`src/rtl/pe_mac_dbuf.sv`:
```
`default_nettype none
// ============================================================================
// Module      : pe_mac_dbuf
// Description : Systolic-array processing element with a double-buffered
//               signed weight (shadow + active).
//               - The weight shift chain runs down the column.
//               - A shadow->active swap is forwarded one row per cycle.
//               - The signed MAC has a saturate-or-wrap result and a sticky
//                 overflow flag.
//               - The operand is forwarded to the right unless this is a
//                 right-edge PE.
// Revision    : 1.0 - initial release
// ============================================================================
module pe_mac_dbuf #(
    parameter int DATA_WIDTH   = 8,
    parameter int WEIGHT_WIDTH = 8,
    parameter int PSUM_WIDTH   = 32,
    parameter int HAS_RIGHT    = 1,
    parameter int SAT_EN       = 1
) (
    input  logic                           PE_clk,
    input  logic                           PE_rst_n,
    input  logic                           PE_clr,
    input  logic                           PE_w_valid_up,
    input  logic signed [WEIGHT_WIDTH-1:0] PE_w_data_up,
    output logic                           PE_w_valid_down,
    output logic signed [WEIGHT_WIDTH-1:0] PE_w_data_down,
    input  logic                           PE_swap_in,
    output logic                           PE_swap_out,
    input  logic                           PE_en_left,
    input  logic signed [DATA_WIDTH-1:0]   PE_data_left,
    input  logic signed [PSUM_WIDTH-1:0]   PE_psum_up,
    output logic                           PE_en_right,
    output logic signed [DATA_WIDTH-1:0]   PE_data_right,
    output logic                           PE_en_down,
    output logic signed [PSUM_WIDTH-1:0]   PE_psum_down,
    output logic                           PE_ovf
);

    localparam int C_PROD_W = DATA_WIDTH + WEIGHT_WIDTH;
    localparam int C_SUM_W  = PSUM_WIDTH + 1;
    localparam logic [PSUM_WIDTH-1:0] C_PSUM_MAX = {1'b0, {(PSUM_WIDTH-1){1'b1}}};
    localparam logic [PSUM_WIDTH-1:0] C_PSUM_MIN = {1'b1, {(PSUM_WIDTH-1){1'b0}}};

    // Weight buffers and column-direction registers
    logic signed [WEIGHT_WIDTH-1:0] shadow_w_q, shadow_w_d;
    logic                           shadow_full_q, shadow_full_d;
    logic signed [WEIGHT_WIDTH-1:0] active_w_q, active_w_d;
    logic                           w_valid_down_q, w_valid_down_d;
    logic signed [WEIGHT_WIDTH-1:0] w_data_down_q, w_data_down_d;
    logic                           swap_out_q;
    logic                           en_down_q;
    logic signed [PSUM_WIDTH-1:0]   psum_down_q, psum_down_d;
    logic                           ovf_q, ovf_d;

    // MAC datapath
    logic signed [C_PROD_W-1:0]     mac_prod;
    logic signed [C_SUM_W-1:0]      mac_sum;
    logic                           mac_oor;
    logic signed [PSUM_WIDTH-1:0]   mac_result;

    // Full-precision signed product and sum one bit wider than the psum, so
    // an out-of-range result shows up as disagreeing top two bits.
    always_comb begin
        mac_prod = C_PROD_W'(PE_data_left) * C_PROD_W'(active_w_q);
        mac_sum  = C_SUM_W'(mac_prod) + C_SUM_W'(PE_psum_up);
        mac_oor  = mac_sum[C_SUM_W-1] ^ mac_sum[C_SUM_W-2];
        mac_result = mac_sum[PSUM_WIDTH-1:0];
        if (mac_oor && (SAT_EN != 0)) begin
            mac_result = mac_sum[C_SUM_W-1] ? C_PSUM_MIN : C_PSUM_MAX;
        end
    end

    // Next-state for weight shift, swap, MAC result and sticky overflow.
    // A simultaneous swap commits the pre-push shadow value, and a MAC in the
    // swap cycle still multiplies by the pre-swap active weight (mac_prod
    // reads active_w_q).
    always_comb begin
        shadow_w_d     = shadow_w_q;
        shadow_full_d  = shadow_full_q;
        active_w_d     = active_w_q;
        w_valid_down_d = 1'b0;
        w_data_down_d  = w_data_down_q;
        psum_down_d    = psum_down_q;
        ovf_d          = ovf_q;

        if (PE_swap_in) begin
            active_w_d    = shadow_w_q;
            shadow_full_d = 1'b0;
        end
        if (PE_w_valid_up) begin
            shadow_w_d     = PE_w_data_up;
            shadow_full_d  = 1'b1;
            w_data_down_d  = shadow_w_q;
            w_valid_down_d = shadow_full_q;
        end

        if (PE_clr) begin
            ovf_d = 1'b0;
        end
        if (PE_en_left) begin
            psum_down_d = mac_result;
            if (mac_oor) begin
                ovf_d = 1'b1;
            end
        end
    end

    // State registers; async reset discards loaded weights and pending swaps
    always_ff @(posedge PE_clk or negedge PE_rst_n) begin
        if (!PE_rst_n) begin
            shadow_w_q     <= '0;
            shadow_full_q  <= 1'b0;
            active_w_q     <= '0;
            w_valid_down_q <= 1'b0;
            w_data_down_q  <= '0;
            swap_out_q     <= 1'b0;
            en_down_q      <= 1'b0;
            psum_down_q    <= '0;
            ovf_q          <= 1'b0;
        end else begin
            shadow_w_q     <= shadow_w_d;
            shadow_full_q  <= shadow_full_d;
            active_w_q     <= active_w_d;
            w_valid_down_q <= w_valid_down_d;
            w_data_down_q  <= w_data_down_d;
            swap_out_q     <= PE_swap_in;
            en_down_q      <= PE_en_left;
            psum_down_q    <= psum_down_d;
            ovf_q          <= ovf_d;
        end
    end

    assign PE_w_valid_down = w_valid_down_q;
    assign PE_w_data_down  = w_data_down_q;
    assign PE_swap_out     = swap_out_q;
    assign PE_en_down      = en_down_q;
    assign PE_psum_down    = psum_down_q;
    assign PE_ovf          = ovf_q;

    generate
        if (HAS_RIGHT != 0) begin : g_right
            logic                         en_right_q;
            logic signed [DATA_WIDTH-1:0] data_right_q;

            // Operand forwarding to the PE on the right
            always_ff @(posedge PE_clk or negedge PE_rst_n) begin
                if (!PE_rst_n) begin
                    en_right_q   <= 1'b0;
                    data_right_q <= '0;
                end else begin
                    en_right_q <= PE_en_left;
                    if (PE_en_left) begin
                        data_right_q <= PE_data_left;
                    end
                end
            end

            assign PE_en_right   = en_right_q;
            assign PE_data_right = data_right_q;
        end else begin : g_no_right
            assign PE_en_right   = 1'b0;
            assign PE_data_right = '0;
        end
    endgenerate

endmodule
`default_nettype wire

```
`config.mk`:
```
export PLATFORM = sky130hd
export DESIGN_NAME = pe_mac_dbuf
export DESIGN_NICKNAME = d
export VERILOG_FILES = /design/src/rtl/pe_mac_dbuf.sv
export SDC_FILE = /design/constraint.sdc
export NUM_CORES = 1
export LEC_CHECK = 0
export BUFFER_PORTS_ARGS = -buffer_cell sky130_fd_sc_hd__buf_2
export CAP_MARGIN = 10
export CORE_MARGIN = 4
export CORE_UTILIZATION = 40
export DETAILED_ROUTE_END_ITERATION = 12
export PLACE_DENSITY_LB_ADDON = 0.12
export SYNTH_ARGS = -nofsm -noshare
export SYNTH_HDL_FRONTEND = slang
export SYNTH_SLANG_ARGS = --single-unit
```
`constraint.sdc`:
```
create_clock -name PE_clk -period 7.7 [get_ports PE_clk]
set_input_delay 1.54 -clock PE_clk [delete_from_list [all_inputs] [get_ports PE_clk]]
set_output_delay 1.54 -clock PE_clk [all_outputs]
set_load 0.1 [all_outputs]
```
# ---- After elaboration in Yosys (flattened, before gate mapping)
# Index checks and enable logic that the tools add are counted.
dict set report word_totals {
  inputBits 54
  mem_count 0
  out_inout_bits 53
  latch_bits 0
  elab_cells 22
  rom_bits 0
  regBits 69
  ram_bits 0
}
dict set report classes {
  reduce_logical 1
  bitwise 1
  n_shift 0
  addsub 1
  n_eq_ne 0
  mux 8
  n_div 0
  order_cmp 0
  multipliers 1
}
# op n
set ops {}
lappend ops {{32-bit 2-to-1 mux} 2}
lappend ops {{16-bit by 32-bit adder with 33-bit output} 1}
lappend ops {{8-bit by 8-bit multiplier with 16-bit output} 1}
lappend ops {{1-bit 2-to-1 mux} 6}
lappend ops {{2-bit nonzero test} 1}
lappend ops {{1-bit bitwise XOR} 1}

# ---- Depth between registers and ports, before layout
dict set report logic_depth {
  ltp_word 5
  ltp_mapped 24
  ltp_nobuf 21
}

# ---- Worst setup path before layout
# No wires, ideal clock.
dict set report synth_timing {
  kind {input to register}
  from {input port PE_data_left[7]}
  to {register psum_down_q[15] (netlist: PE_psum_down[15])}
  slack_ns 0.145
  n_path_buf 1
  cell_stages 21
  t_arrival_ns 7.431
  required_ns 7.575
  setup_ns 0.125
  path_cell_list {and2_1 -> inv_1 -> fa_1 -> inv_1 -> fa_1 -> fa_1 -> fa_1 -> inv_1 -> fa_1 -> inv_1 -> ha_1 -> o21ai_0 -> o21bai_1 -> o41ai_2 -> a211oi_1 -> o21ai_0 -> xor2_1 -> nand3_1 -> nand2_4 -> buf_6 -> o2bb2ai_1}
}
dict set report synth_via {
  elab_chain_len 4
  elab_cells_between_ends 5
  cone_classes {add/sub (1); mul (1); mux (2); bitwise (1)}
}
# element line_no
set synth_rtl {}
lappend synth_rtl {{start, declared} 31} ;# input logic signed [DATA_WIDTH-1:0] PE_data_left,
lappend synth_rtl {{8-bit by 8-bit multiplier with 16-bit output *} 65} ;# mac_prod = C_PROD_W'(PE_data_left) * C_PROD_W'(active_w_q);
lappend synth_rtl {{16-bit by 32-bit adder with 33-bit output *} 66} ;# mac_sum = C_SUM_W'(mac_prod) + C_SUM_W'(PE_psum_up);
lappend synth_rtl {{32-bit 2-to-1 mux / 1-bit bitwise XOR (equally long branches)} {70, 67}}
lappend synth_rtl {{32-bit 2-to-1 mux *} 69} ;# if (mac_oor && (SAT_EN != 0)) begin
lappend synth_rtl {{end signal, assigned} 129} ;# psum_down_q <= psum_down_d;
lappend synth_rtl {{end, declared} 53} ;# logic signed [PSUM_WIDTH-1:0] psum_down_q, psum_down_d;
# Mark *: on every way between the ends. The rest lies on a longest branch, timed or not.
# A chain may end at the register's enable or synchronous reset.

# ---- Worst setup path in the final report
dict set report layout_timing {
  from {input port PE_data_left[7]}
  to {register psum_down_q[17] (netlist: PE_psum_down[17])}
}
# Same word-level chain as after synthesis.

==> run summary <==
The run finished with clean final reports. At the end of routability-driven placement, the weighted congestion stood at 0.844. Setup violations remaining at the end of the flow were counted as 0. The effective utilization at floorplan was 40.9%.

Mean instance size in the synthesized netlist: 10.8 µm². Nature of the critical path startpoint: an input pin. Total global routing overflow: 0. Data on the critical path is required at its endpoint by 7.92 ns. The antenna violation net count after detailed routing is 0, and the I/O pin total is 107.

Count of filler cells inserted in the layout: 1,934. The relative slew slack came out at 41.5%. When the netlist entered floorplanning its net count stood at 1,038.

Entering global routing, the biggest net connects 70 pins. The count of input and output buffers was 106. After technology mapping, the gate count stands at 772.

Measured along the y axis, the die boundary spans 152 µm. The maximum frequency from static timing analysis is 141 MHz. Hold path endpoint: shadow_full_q. Walking the worst path, the cells encountered are buf_2, nand2_1, fa_1, fa_1, inv_1, fa_1, fa_1, ha_1, ha_1, a21o_1, a21o_2, nand2_1, a31o_1, or4_4, nand3_1, a21oi_4, buf_12, a21o_1, a22o_1. The area growth from synthesis to layout was 13.6%.

Counting the buffers created by CTS gives 9. The fraction of layout instances using a drive strength above 1 came out at 19.8%. The critical path in this run is classified as input pin to flip-flop. The most used flip-flop cell after synthesis is sky130_fd_sc_hd__dfrtp_1. The logs give 0.484 ns for the worst hold margin and 3.16% for the met3 capacity usage during global routing. Global routing used 16.9% of the available tracks across all layers. In this run the critical register-to-register path is captured at PE_psum_down[17].

After synthesis the netlist holds a flip-flop and latch count of 69. The number of cells on the worst hold path came out at 1. Startpoint of the most critical hold path: shadow_full_q. Summing all placed instances gives a cell area of 9160 µm². The detailed router finished its first iteration with 188 violations. The root cell of the clock tree was sky130_fd_sc_hd__clkbuf_16. The cell seen most often among critical-path stages is sky130_fd_sc_hd__fa_1.

The logs give 0.33 ns for the clock latency of the later-clocked register in the worst-skew pair and 28.3% for the met2 capacity usage during global routing. Final setup slack of the worst path: 0.608 ns. STA classifies the critical path endpoint as a flip-flop.

After clock tree synthesis, the clock-pin slew on the worst setup and hold paths is 0.06 ns. On the worst path, the slowest cell contributes a delay of 0.73 ns. Number of antenna violations at the first check in global routing: 0. The most common cell after layout, fill and taps aside is sky130_fd_sc_hd__fa_1. The worst reg-to-reg path cell count is 18.

Vias per cell: 5.04. Wire length reported by the detailed router: 18,700 µm. Counting flops with an async set or reset pin after synthesis yields a share of 100%. In this run the critical register-to-register path is launched from active_w_q[2]. Hold repair after CTS inserted 0 buffers. The slowest library cell on the worst path is sky130_fd_sc_hd__fa_1. The first detailed-routing pass took 4 iterations. STA puts the critical path data arrival time at 7.31 ns. Of all nets on the critical path, the largest fanout is 25.

Setup repair after global routing left no endpoint under its margin. In this run, post-CTS repair resized a total of 0 instances. The routed length per placed instance is 16.3 µm, and the final clock skew is 0.00641 ns. CTS built an H-tree with a depth of 3. CTS saw 69 sinks. No sink is reached through more buffers than the 2 on the longest clock path. The tools report the half-perimeter wire length after placement as 15,800 µm.

0 antenna diodes ended up in the layout. Counting flops with a built-in enable in the synthesized netlist gives 0. The sequential cell area fraction in the yosys report is 20.8%. In the finished design, the share of the clock period the worst path needs comes to 92.1%. The floorplan step defined a core boundary enclosing 20,300 µm².

The total number of placement rows is 52, and the final cell area excluding filler cells is 9440 µm². Buffers added to address setup during post-CTS repair amount to 0. TritonCTS built the clock tree. The library cells used most frequently in the layout, excluding fill and tap cells, are sky130_fd_sc_hd__fa_1, sky130_fd_sc_hd__inv_1, sky130_fd_sc_hd__buf_2. The worst register-to-register path has a setup slack of 1.42 ns. After layout, the minimum clock period comes to 7.09 ns.

The hold violation count in the final report is 0. The run gives 6,449 as the number of global-route vias before repair. The cell area after synthesis is 8300 µm², and the sum of negative setup slack is 0 ns. In this run the horizontal extent of the chip is 152 µm. The run gives 0 as the count of pins over their slew limit. For this run, global-route usage on met1 was measured as 23.3%. Count of nets after finishing: 1,140. The tightest min-delay check is of the flip-flop to flip-flop type. Timing analysis after detailed placement gives a worst setup slack of 0.259 ns. At the pin with the least slew margin, the transition time is 0.877 ns. The synthesis warning total is 0, and the die area is 23,100 µm².

met2 is the most crowded layer. Synthesis instantiated 54 different standard cells from the library. In the routed design, unresolved DRC markers number 0. Across the run, the number of max-cap violations was 0. The logs give 32,400 µm for the wire length of the first global-routing pass and 5,786 for the via total after detailed routing.
synth_stat cells (all sizes together) (2+ instances only):
library cell,n,area [µm²]
inv,108,405
fa,140,2800
a21o,18,138
nor2,49,184
buf,9,71.3
o2111ai,4,35.0
o2bb2ai,27,236
o21ai,16,80.1
nor3,3,15.0
or3,3,20.0
clkbuf,17,65.1
a31o,3,26.3
o41ai,3,33.8
xor2,12,105
mux2,31,349
and3,5,32.5
dfrtp,69,1730
xnor2,15,131
nand2,50,195
nor4,2,12.5
a21boi,4,30.0
o21bai,5,37.5
ha,72,901
o31ai,2,15.0
a22o,2,17.5
a21oi,26,141
nand4,4,25.0
and2,37,231
nand2b,5,31.3
nand3,9,45.0
a211oi,3,22.5
a31oi,8,50.1
critical path, delay by kind of cell:
kind / cells / cell delay [ns]
compound gates: 6 / 1.04
fa+ha+maj: 6 / 2.84
buf+inv: 3 / 0.86
simple gates: 4 / 0.99
state kept, by name, indices dropped and copies added, names as in the netlist:
name / count
PE_w_valid_down: 1
shadow_full_q: 1
PE_data_right: 8
PE_w_data_down: 8
PE_ovf: 1
active_w_q: 8
shadow_w_q: 8
PE_swap_out: 1
PE_en_right: 1
PE_psum_down: 32
cell type report:
| class | count | area, µm² | area share, % |
|---|---|---|---|
| clock inverters | 4 | 22.5 | 0.239 |
| well taps | 270 | 338 | 3.58 |
| clock buffers | 12 | 256 | 2.72 |
| inverters | 109 | 409 | 4.34 |
| repair buffers | 117 | 651 | 6.89 |
| flip-flops and latches | 69 | 1730 | 18.3 |
| multi-input cells | 568 | 6030 | 63.9 |
stage by stage:
step / util [%] / cells
5_1_grt: 46.5 / 1149
2_1_floorplan: - / 772
4_1_cts: 46.5 / 1149
6_report: 46.5 / 1149
3_3_place_gp: 45.1 / 1133
3_5_place_dp: 45.1 / 1133
worst max-delay path by stage:
stage / from / end / slack (ns) / cells past startpoint
final: PE_data_left[7] / PE_psum_down[17] / 0.61 / 19
after global routing: PE_data_left[7] / PE_psum_down[12] / 0.24 / 18
after CTS: PE_data_left[7] / PE_psum_down[17] / 0.60 / 19
after detailed placement: PE_data_left[7] / PE_psum_down[17] / 0.26 / 19
after global placement: PE_data_left[7] / PE_psum_down[17] / 0.43 / 19
after floorplan: PE_data_left[7] / PE_psum_down[15] / 0.14 / 21
cell families (layout without fill, tap and decap cells):
group | after synthesis | in the layout | share of synthesized area, %
XOR/XNOR | 27 | 27 | 2.85
AND/OR/NAND/NOR | 171 | 171 | 9.97
AO/OA/AOI/OAI | 127 | 127 | 11.0
multiplexers | 31 | 31 | 4.20
adder cells (fa/ha/maj) | 212 | 212 | 44.6
flip-flops | 69 | 69 | 20.8
buffers and inverters | 135 | 242 | 6.57
metal layers:
| metal | up-vias | wire [µm] |
|---|---|---|
| li1 | 2744 | - |
| met1 | 2938 | 8620 |
| met2 | 90 | 9260 |
| met3 | 14 | 593 |
| met4 | 0 | 222 |
| met5 | - | 0 |
Power is left out: the tool's default activity adds up to more than one toggle a clock period on the data nets, which glitch-free logic cannot reach.
